## config.mk

```make
export PLATFORM = sky130hd
export DESIGN_NAME = fifo_read_ctrl
export DESIGN_NICKNAME = d
export VERILOG_FILES = /design/src/rtl/fifo_pkg.sv /design/src/rtl/fifo_out_stage.sv /design/src/rtl/fifo_read_ctrl.sv
export SDC_FILE = /design/constraint.sdc
export NUM_CORES = 1
export LEC_CHECK = 0
export ABC_AREA = 1
export CORE_MARGIN = 1.5
export CORE_UTILIZATION = 45
export DETAILED_ROUTE_END_ITERATION = 10
export GPL_ROUTABILITY_DRIVEN = 0
export GPL_TIMING_DRIVEN = 0
export HOLD_SLACK_MARGIN = 0.03
export MAX_ROUTING_LAYER = met4
export PLACE_DENSITY = 0.94
export SLEW_MARGIN = 20
export SYNTH_ARGS = -nofsm -noshare
export SYNTH_HDL_FRONTEND = slang
export SYNTH_SLANG_ARGS = --single-unit
```

## constraint.sdc

```tcl
create_clock -name clk -period 2.3 [get_ports clk]
set_input_delay 0.23 -clock clk [delete_from_list [all_inputs] [get_ports clk]]
set_output_delay 0.23 -clock clk [all_outputs]
set_load 0.02 [all_outputs]
```

## src/rtl/fifo_pkg.sv

```systemverilog
// Shared definitions for the FIFO read and write controllers: widths, state
// encoding of the output stage and pointer arithmetic helpers.
package fifo_pkg;

    localparam int DATA_W = 8;
    localparam int ADDR_W = 4;
    localparam int PTR_W  = ADDR_W + 1;
    localparam int DEPTH  = 1 << ADDR_W;

    typedef enum logic {
        IDLE = 1'b0,
        HOLD = 1'b1
    } rd_state_e;

    // Pointers carry one extra wrap bit, so plain modulo subtraction gives occupancy.
    function automatic logic [PTR_W-1:0] ptrDiff(input logic [PTR_W-1:0] head,
                                                 input logic [PTR_W-1:0] tail);
        return head - tail;
    endfunction

    function automatic logic ptrOverrun(input logic [PTR_W-1:0] diff);
        return diff[PTR_W-1] && (diff[ADDR_W-1:0] != '0);
    endfunction

endpackage

```

## src/rtl/fifo_out_stage.sv

```systemverilog
// Registered data/valid output stage of the FIFO read side. Holds one word
// and keeps it stable until the downstream side consumes it.
module fifo_out_stage
    import fifo_pkg::*;
(
    input  logic              clk_i,
    input  logic              rst_i,
    input  logic              load_i,
    input  logic              consume_i,
    input  logic              flush_i,
    input  logic [DATA_W-1:0] data_i,
    output logic [DATA_W-1:0] data_o,
    output logic              valid_o
);

    rd_state_e         state_q, state_d;
    logic [DATA_W-1:0] data_q, data_d;

    always_ff @(posedge clk_i) begin
        if (rst_i) begin
            state_q <= IDLE;
            data_q  <= '0;
        end else begin
            state_q <= state_d;
            data_q  <= data_d;
        end
    end

    // Flush drops the held word; a load replaces it; an accepted word with nothing behind it empties the stage.
    always_comb begin
        state_d = state_q;
        data_d  = data_q;
        if (flush_i) begin
            state_d = IDLE;
        end else if (load_i) begin
            state_d = HOLD;
            data_d  = data_i;
        end else if ((state_q == HOLD) && consume_i) begin
            state_d = IDLE;
        end
    end

    assign data_o  = data_q;
    assign valid_o = (state_q == HOLD);

endmodule

```

## src/rtl/fifo_read_ctrl.sv

```systemverilog
// Read-side controller of the 16x8 FIFO: owns the read pointer, derives empty,
// level and pointer-error status, and feeds the registered output stream.
module fifo_read_ctrl
    import fifo_pkg::*;
(
    input  logic              clk,
    input  logic              rst,
    input  logic [PTR_W-1:0]  wptr,
    input  logic [DATA_W-1:0] mem_data,
    output logic [PTR_W-1:0]  rptr,
    output logic [DATA_W-1:0] m_data,
    output logic              m_valid,
    input  logic              m_ready,
    input  logic              flush,
    output logic              fifo_empty,
    output logic [PTR_W-1:0]  fifo_level,
    output logic              ptr_err
);

    logic [PTR_W-1:0] rptr_q, rptr_d;
    logic             ptrErr_q, ptrErr_d;
    logic             loadEn;

    assign fifo_empty = (wptr == rptr_q);
    assign fifo_level = ptrDiff(wptr, rptr_q);

    // A fetch happens whenever a word is stored and the output register is free or being drained.
    assign loadEn = !flush && !fifo_empty && (!m_valid || m_ready);

    always_comb begin
        rptr_d   = rptr_q;
        ptrErr_d = ptrErr_q | ptrOverrun(fifo_level);
        if (flush) begin
            rptr_d = wptr;
        end else if (loadEn) begin
            rptr_d = rptr_q + 1'b1;
        end
    end

    always_ff @(posedge clk) begin
        if (rst) begin
            rptr_q   <= '0;
            ptrErr_q <= 1'b0;
        end else begin
            rptr_q   <= rptr_d;
            ptrErr_q <= ptrErr_d;
        end
    end

    fifo_out_stage u_out_stage (
        .clk_i     (clk),
        .rst_i     (rst),
        .load_i    (loadEn),
        .consume_i (m_ready),
        .flush_i   (flush),
        .data_i    (mem_data),
        .data_o    (m_data),
        .valid_o   (m_valid)
    );

    assign rptr    = rptr_q;
    assign ptr_err = ptrErr_q;

endmodule
```

==> impl_metrics.py, run 1 <==
metrics = {
    "timing": {
        "min_period_ns": 2.196,
        "hold_ws_ns": 0.3697,
        "max_freq_ghz": 0.4554,
        "setup_viol": 0,
        "max_slew_margin_pct": 69.38,
        "fin_skew_ns": 0.002738,
        "tightest_slew_ns": 0.4593,
        "rsz0062_at_grt": "false",
        "slew_violations": 0,
        "fin_crit_sh_pct": 95.47,
        "finalHoldViolCount": 0,
    },
    "floorplan": {
        "core-area_um2": 1942,
        "rows": 16,
        "die_x_um": 48.24,
        "dieArea_um2": 2327,
        "start_util_pct": 47.42,
        "die_y_um": 48.24,
        "io_pins": 38,
    },
    "layout": {
        "area_growth_pct": 50.00,
        "fin_nets": 208,
        "layout.cells.non_filler": 211,
        "final_common_cell": "nand2_1",
        "antenna_cells": 0,
        "final_cell_mix": "nand2_1 (42), clkdlybuf4s50_1 (31), nand3_1 (23)",
        "fill_cells": 157,
        "post-route-util_pct": 71.13,
        "design_area_um2": 1381,
        "drive_gt1_share_pct": 9.783,
    },
    "critical_path": {
        "reg2reg_depth": 11,
        "arrival_ns": 1.97,
        "path_buf_inv": 2,
        "crit_path_top_delay_cell": "fa_1",
        "rrSetupSlack_ns": 0.24,
        "crit_required_ns": 2.07,
        "crit_type": "flop to output pin",
        "worstReg2RegEnd": "u_out_stage.data_o[1]",
        "crit_family": "adder cells",
        "endpoint_kind": "output pin",
        "cp_slowest_stage_delay_ns": 0.42,
        "critPathMaxFanout": 7,
        "crit_chain": "ha_1 -> inv_1 -> fa_1 -> nand3_1 -> nand3_1 -> nand2_1 -> dlygate4sd2_1",
        "reg2reg_from": "rptr[2]",
        "path_common_cell": "nand3_1",
        "critPathLaunchType": "flop",
    },
    "drt": {
        "wl_per_cell_um": 12.79,
        "dr.pass1.iters": 4,
        "wirelength_mm": 2.699,
        "drt-met1-wl_mm": 1.114,
        "dr_wl_met2_mm": 1.368,
        "routed-wl-met3_um": 160,
        "num_vias": 1112,
        "ant_nets": 0,
        "drc": 0,
        "drt_iter0_drc": 68,
        "drt-vias-per-instance": 5.270,
        "highest_layer": "met4",
    },
    "yosys": {
        "syn_avg_cell_area_um2": 6.578,
        "ys_seq_area_share_pct": 32.61,
        "ys_types": 18,
        "ys_ff_latch": 15,
        "yosys_warnings": 0,
        "synth_nets": 163,
        "synthesis.area_um2": 920.9,
        "syn_inst": 140,
    },
    "grt": {
        "antenna_found_initial": 0,
        "grt-ovfl-total": 0,
        "grt_pass1_wl_mm": 3.857,
        "grt_max_degree": 11,
        "grt_pass1_vias": 920,
        "grt.total_usage_pct": 24.20,
    },
    "placement": {
        "io_buffers": 36,
        "placed_cell_area_um2": 1315,
        "post-place-cells": 203,
        "hpwl_mm": 1.828,
    },
    "power": {
        "power.total_mw": 0.7226,
        "pwr_density_cell_nw_per_um2": 523.1,
        "ir_worst_vdd_v": 0.0004403,
        "p_leak_nw": 0.6377,
    },
    "clock_tree": {
        "hold_buffers": 0,
        "cts_buffer_depth": 2,
        "h-tree-depth": 1,
        "cts_inserted_buffers": 3,
        "cts.sinks": 15,
        "cts_tree": "built",
        "root_buffer": "clkbuf_4",
        "path_clk_slew_ns": 0.09,
        "clk_latency_ns": 0.29,
    },
    "worst_hold_path": {
        "hold_end": "u_out_stage.valid_o",
        "hold_path.class": "input pin to flop",
        "holdPathStages": 4,
        "hp-start": "flush",
    },
    "status": {
        "outcome": "complete, no violations",
    },
    "job": {
        "cap_violations": 0,
    },
}
[kinds of logic (layout without fill, tap and decap cells)]
family	count (synthesis)	after routing	synth area share (%)
buffers and inverters	24	68	11.00
flip-flops	15	15	32.61
AND/OR/NAND/NOR	75	75	36.14
adder cells (fa/ha/maj)	6	6	8.967
XOR/XNOR	1	1	0.9513
AO/OA/AOI/OAI	19	19	10.33
[worst max-delay path by stage]
stage,slack [ns],start,cells past startpoint,end
floorplan,0.46,rptr[0],9,ptr_err
global placement,-0.13,wptr[0],9,fifo_level[4]
detailed placement,-0.15,wptr[0],9,fifo_level[4]
CTS,0.02,rptr[2],9,fifo_empty
global route,0.004,rptr[0],8,fifo_level[4]
finish,0.10,rptr[0],7,fifo_level[4]
[metal layers]
metal / track usage, % / vias up
li1: - / 541
met1: 28.48 / 503
met2: 38.42 / 59
met3: 6.667 / 9
met4: 10.27 / 0
met5: - / -
[metrics by stage]
| stage | TNS [ns] | setup slack, ns |
|---|---|---|
| global placement | -0.2514 | -0.1314 |
| global route | 0 | 0.003703 |
| finish | 0 | 0.1041 |
| detailed placement | -0.3462 | -0.1529 |
| floorplan | 0 | 0.4618 |
| CTS | 0 | 0.01519 |
[sequential cells by signal, indices dropped and copies added (netlist names)]
| register | flops |
|---|---|
| u_out_stage.data_o | 8 |
| rptr | 5 |
| u_out_stage.valid_o | 1 |
| ptr_err | 1 |
[cells in the mapped netlist (all sizes together)]
cell | count | area, µm²
nor2 | 6 | 30.03
clkbuf | 1 | 3.750
ha | 5 | 62.56
nand2 | 44 | 175.2
buf | 4 | 26.27
nand4 | 2 | 12.51
inv | 18 | 67.56
xnor2 | 1 | 8.760
nand3 | 23 | 115.1
clkinv | 1 | 3.750
a21oi | 16 | 80.08
fa | 1 | 20.02
o21ai | 3 | 15.01
dfxtp | 15 | 300.3
[worst min-delay path: stages]
cell	delay, ns
buf_2	0.20
nor2_1	0.08
o21ai_0	0.07
inv_1	0.04
[cell type report]
type / count / area (µm²) / area share [%]
Buffer: 4 / 27.53 / 1.993
Multi-Input combinational cell: 101 / 521.8 / 37.77
Clock buffer: 4 / 26.28 / 1.902
Tap cell: 27 / 33.78 / 2.446
Timing Repair Buffer: 41 / 397.9 / 28.80
Inverter: 19 / 71.32 / 5.163
Sequential cell: 15 / 302.8 / 21.92
[power by group]
part | switching (mW) | internal, mW
Sequential | 0.0155 | 0.279
Combinational | 0.150 | 0.125
Clock | 0.0856 | 0.0675
Total | 0.251 | 0.471
[repair_timing]
item                                   in CTS  in global routing
pin swaps                                   0                  1
endpoints found under the hold margin       0                  0
gates resized for setup                     7                  4
setup endpoints to repair                   5                  2
buffers inserted                            0                  5
(Power assumes the default switching activity.)
==> run 2, diff against run 1 <==
--- a/config.mk
+++ b/config.mk
@@ -13,7 +13,7 @@
 export GPL_TIMING_DRIVEN = 0
 export HOLD_SLACK_MARGIN = 0.03
 export MAX_ROUTING_LAYER = met4
-export PLACE_DENSITY = 0.94
+export PLACE_DENSITY = 0.86
 export SLEW_MARGIN = 20
 export SYNTH_ARGS = -nofsm -noshare
 export SYNTH_HDL_FRONTEND = slang
==> impl_metrics.py, run 2 (synthesis results as in run 1) <==
metrics = {
    "layout": {
        "drive_gt1_share_pct": 8.333,
        "final_cell_mix": "nand2_1 (42), clkdlybuf4s50_1 (31), nand3_1 (23)",
        "area_growth_pct": 46.74,
        "fin_nets": 204,
        "largest_reg_flops": 8,
        "design_area_um2": 1351,
        "regArea_um2": 301.5,
        "layout.cells.non_filler": 207,
        "multi_input_area_um2": 531.8,
        "fill_cells": 165,
        "antenna_cells": 0,
        "final_common_cell": "nand2_1",
        "post-route-util_pct": 69.59,
    },
    "clock_tree": {
        "path_clk_slew_ns": 0.09,
        "postCtsSetupBuffers": 0,
        "h-tree-depth": 1,
        "post_cts_resized": 7,
        "cts.sinks": 15,
        "cts_buffer_depth": 2,
        "clk_latency_ns": 0.28,
        "cts_tree": "built",
        "hold_buffers": 0,
        "cts_inserted_buffers": 3,
        "root_buffer": "clkbuf_4",
    },
    "timing": {
        "fin_crit_sh_pct": 92.64,
        "finalHoldViolCount": 0,
        "hold_ws_ns": 0.3783,
        "min_period_ns": 2.131,
        "rsz0062_at_grt": "false",
        "setup_ws_ns": 0.1693,
        "setup_viol": 0,
        "slew_violations": 0,
        "fin_skew_ns": 0.004619,
        "max_slew_margin_pct": 67.36,
        "tightest_slew_ns": 0.4896,
        "max_freq_ghz": 0.4693,
    },
    "drt": {
        "num_vias": 1036,
        "drc": 0,
        "drt_iter0_drc": 26,
        "wirelength_mm": 2.387,
        "drt-vias-per-instance": 5.005,
        "ant_nets": 0,
        "dr.pass1.iters": 4,
        "wl_per_cell_um": 11.53,
    },
    "floorplan": {
        "rows": 16,
        "core-area_um2": 1942,
        "start_util_pct": 47.42,
        "io_pins": 38,
        "die_x_um": 48.24,
        "dieArea_um2": 2327,
        "die_y_um": 48.24,
    },
    "grt": {
        "grt_pass1_vias": 877,
        "antenna_found_initial": 0,
        "grt_pass1_wl_mm": 3.519,
        "grt.total_usage_pct": 21.66,
        "grt-ovfl-total": 0,
        "grt_max_degree": 11,
    },
    "placement": {
        "place_ws_ns": -0.1678,
        "hpwl_mm": 1.862,
        "post-place-cells": 203,
        "placed_cell_area_um2": 1315,
        "io_buffers": 36,
    },
    "critical_path": {
        "reg2reg_from": "rptr[2]",
        "critPathMaxFanout": 3,
        "endpoint_kind": "output pin",
        "crit_required_ns": 2.07,
        "arrival_ns": 1.90,
        "crit_start": "wptr[0]",
        "crit_type": "input pin to output pin",
        "critPathLaunchType": "input pin",
    },
    "job": {
        "cap_violations": 0,
    },
    "power": {
        "p_leak_nw": 0.6257,
        "ir_worst_vdd_v": 0.0005899,
        "pwr_density_cell_nw_per_um2": 526.9,
    },
    "worst_hold_path": {
        "hp-start": "flush",
        "hold_path.class": "input pin to flop",
    },
    "status": {
        "outcome": "complete, no violations",
    },
}
-- run 2: path summary, 6_finish.rpt --
kind,endpoint,slack (ns),depth (start not counted)
worst max-delay path,fifo_level[2],0.17,9
worst max register to register,rptr[2],0.63,10
worst min-delay path,u_out_stage.valid_o,0.38,4
worst min register to register,ptr_err,0.45,2
-- run 2: metrics by stage --
stage	total power [mW]	TNS (ns)
floorplan	0.4526	0
global placement	0.5622	-0.2802
detailed placement	0.5706	-0.3988
CTS	0.7136	0
global route	0.7555	0
finish	0.7120	0
-- run 2: final cells by class --
cell class / count / area share (%)
Buffer: 5 / 2.593
Multi-Input combinational cell: 101 / 39.35
Clock inverter: 1 / 0.3704
Clock buffer: 3 / 1.667
Tap cell: 27 / 2.500
Timing Repair Buffer: 36 / 25.93
Inverter: 19 / 5.278
Sequential cell: 15 / 22.31
-- run 2: critical path, cell delays in order --
cell             delay, ns
clkdlybuf4s50_1       0.42
inv_1                 0.06
ha_1                  0.14
inv_1                 0.07
fa_1                  0.43
inv_1                 0.08
nand2_1               0.05
nand2_1               0.08
dlygate4sd2_1         0.34
-- run 2: per-layer routing --
layer | vias to the layer above | routed length (µm) | global-route usage [%]
li1 | 528 | - | -
met1 | 472 | 1008 | 27.93
met2 | 32 | 1219 | 33.95
met3 | 4 | 126 | 5.185
met4 | 0 | 32 | 5.405
met5 | - | 0 | -
-- run 2: power breakdown --
group | leakage [nW] | switching (mW) | total (mW) | internal (mW)
Combinational | 0.484 | 0.147 | 0.271 | 0.124
Clock | 0.0177 | 0.0841 | 0.149 | 0.0645
Sequential | 0.124 | 0.0137 | 0.292 | 0.279
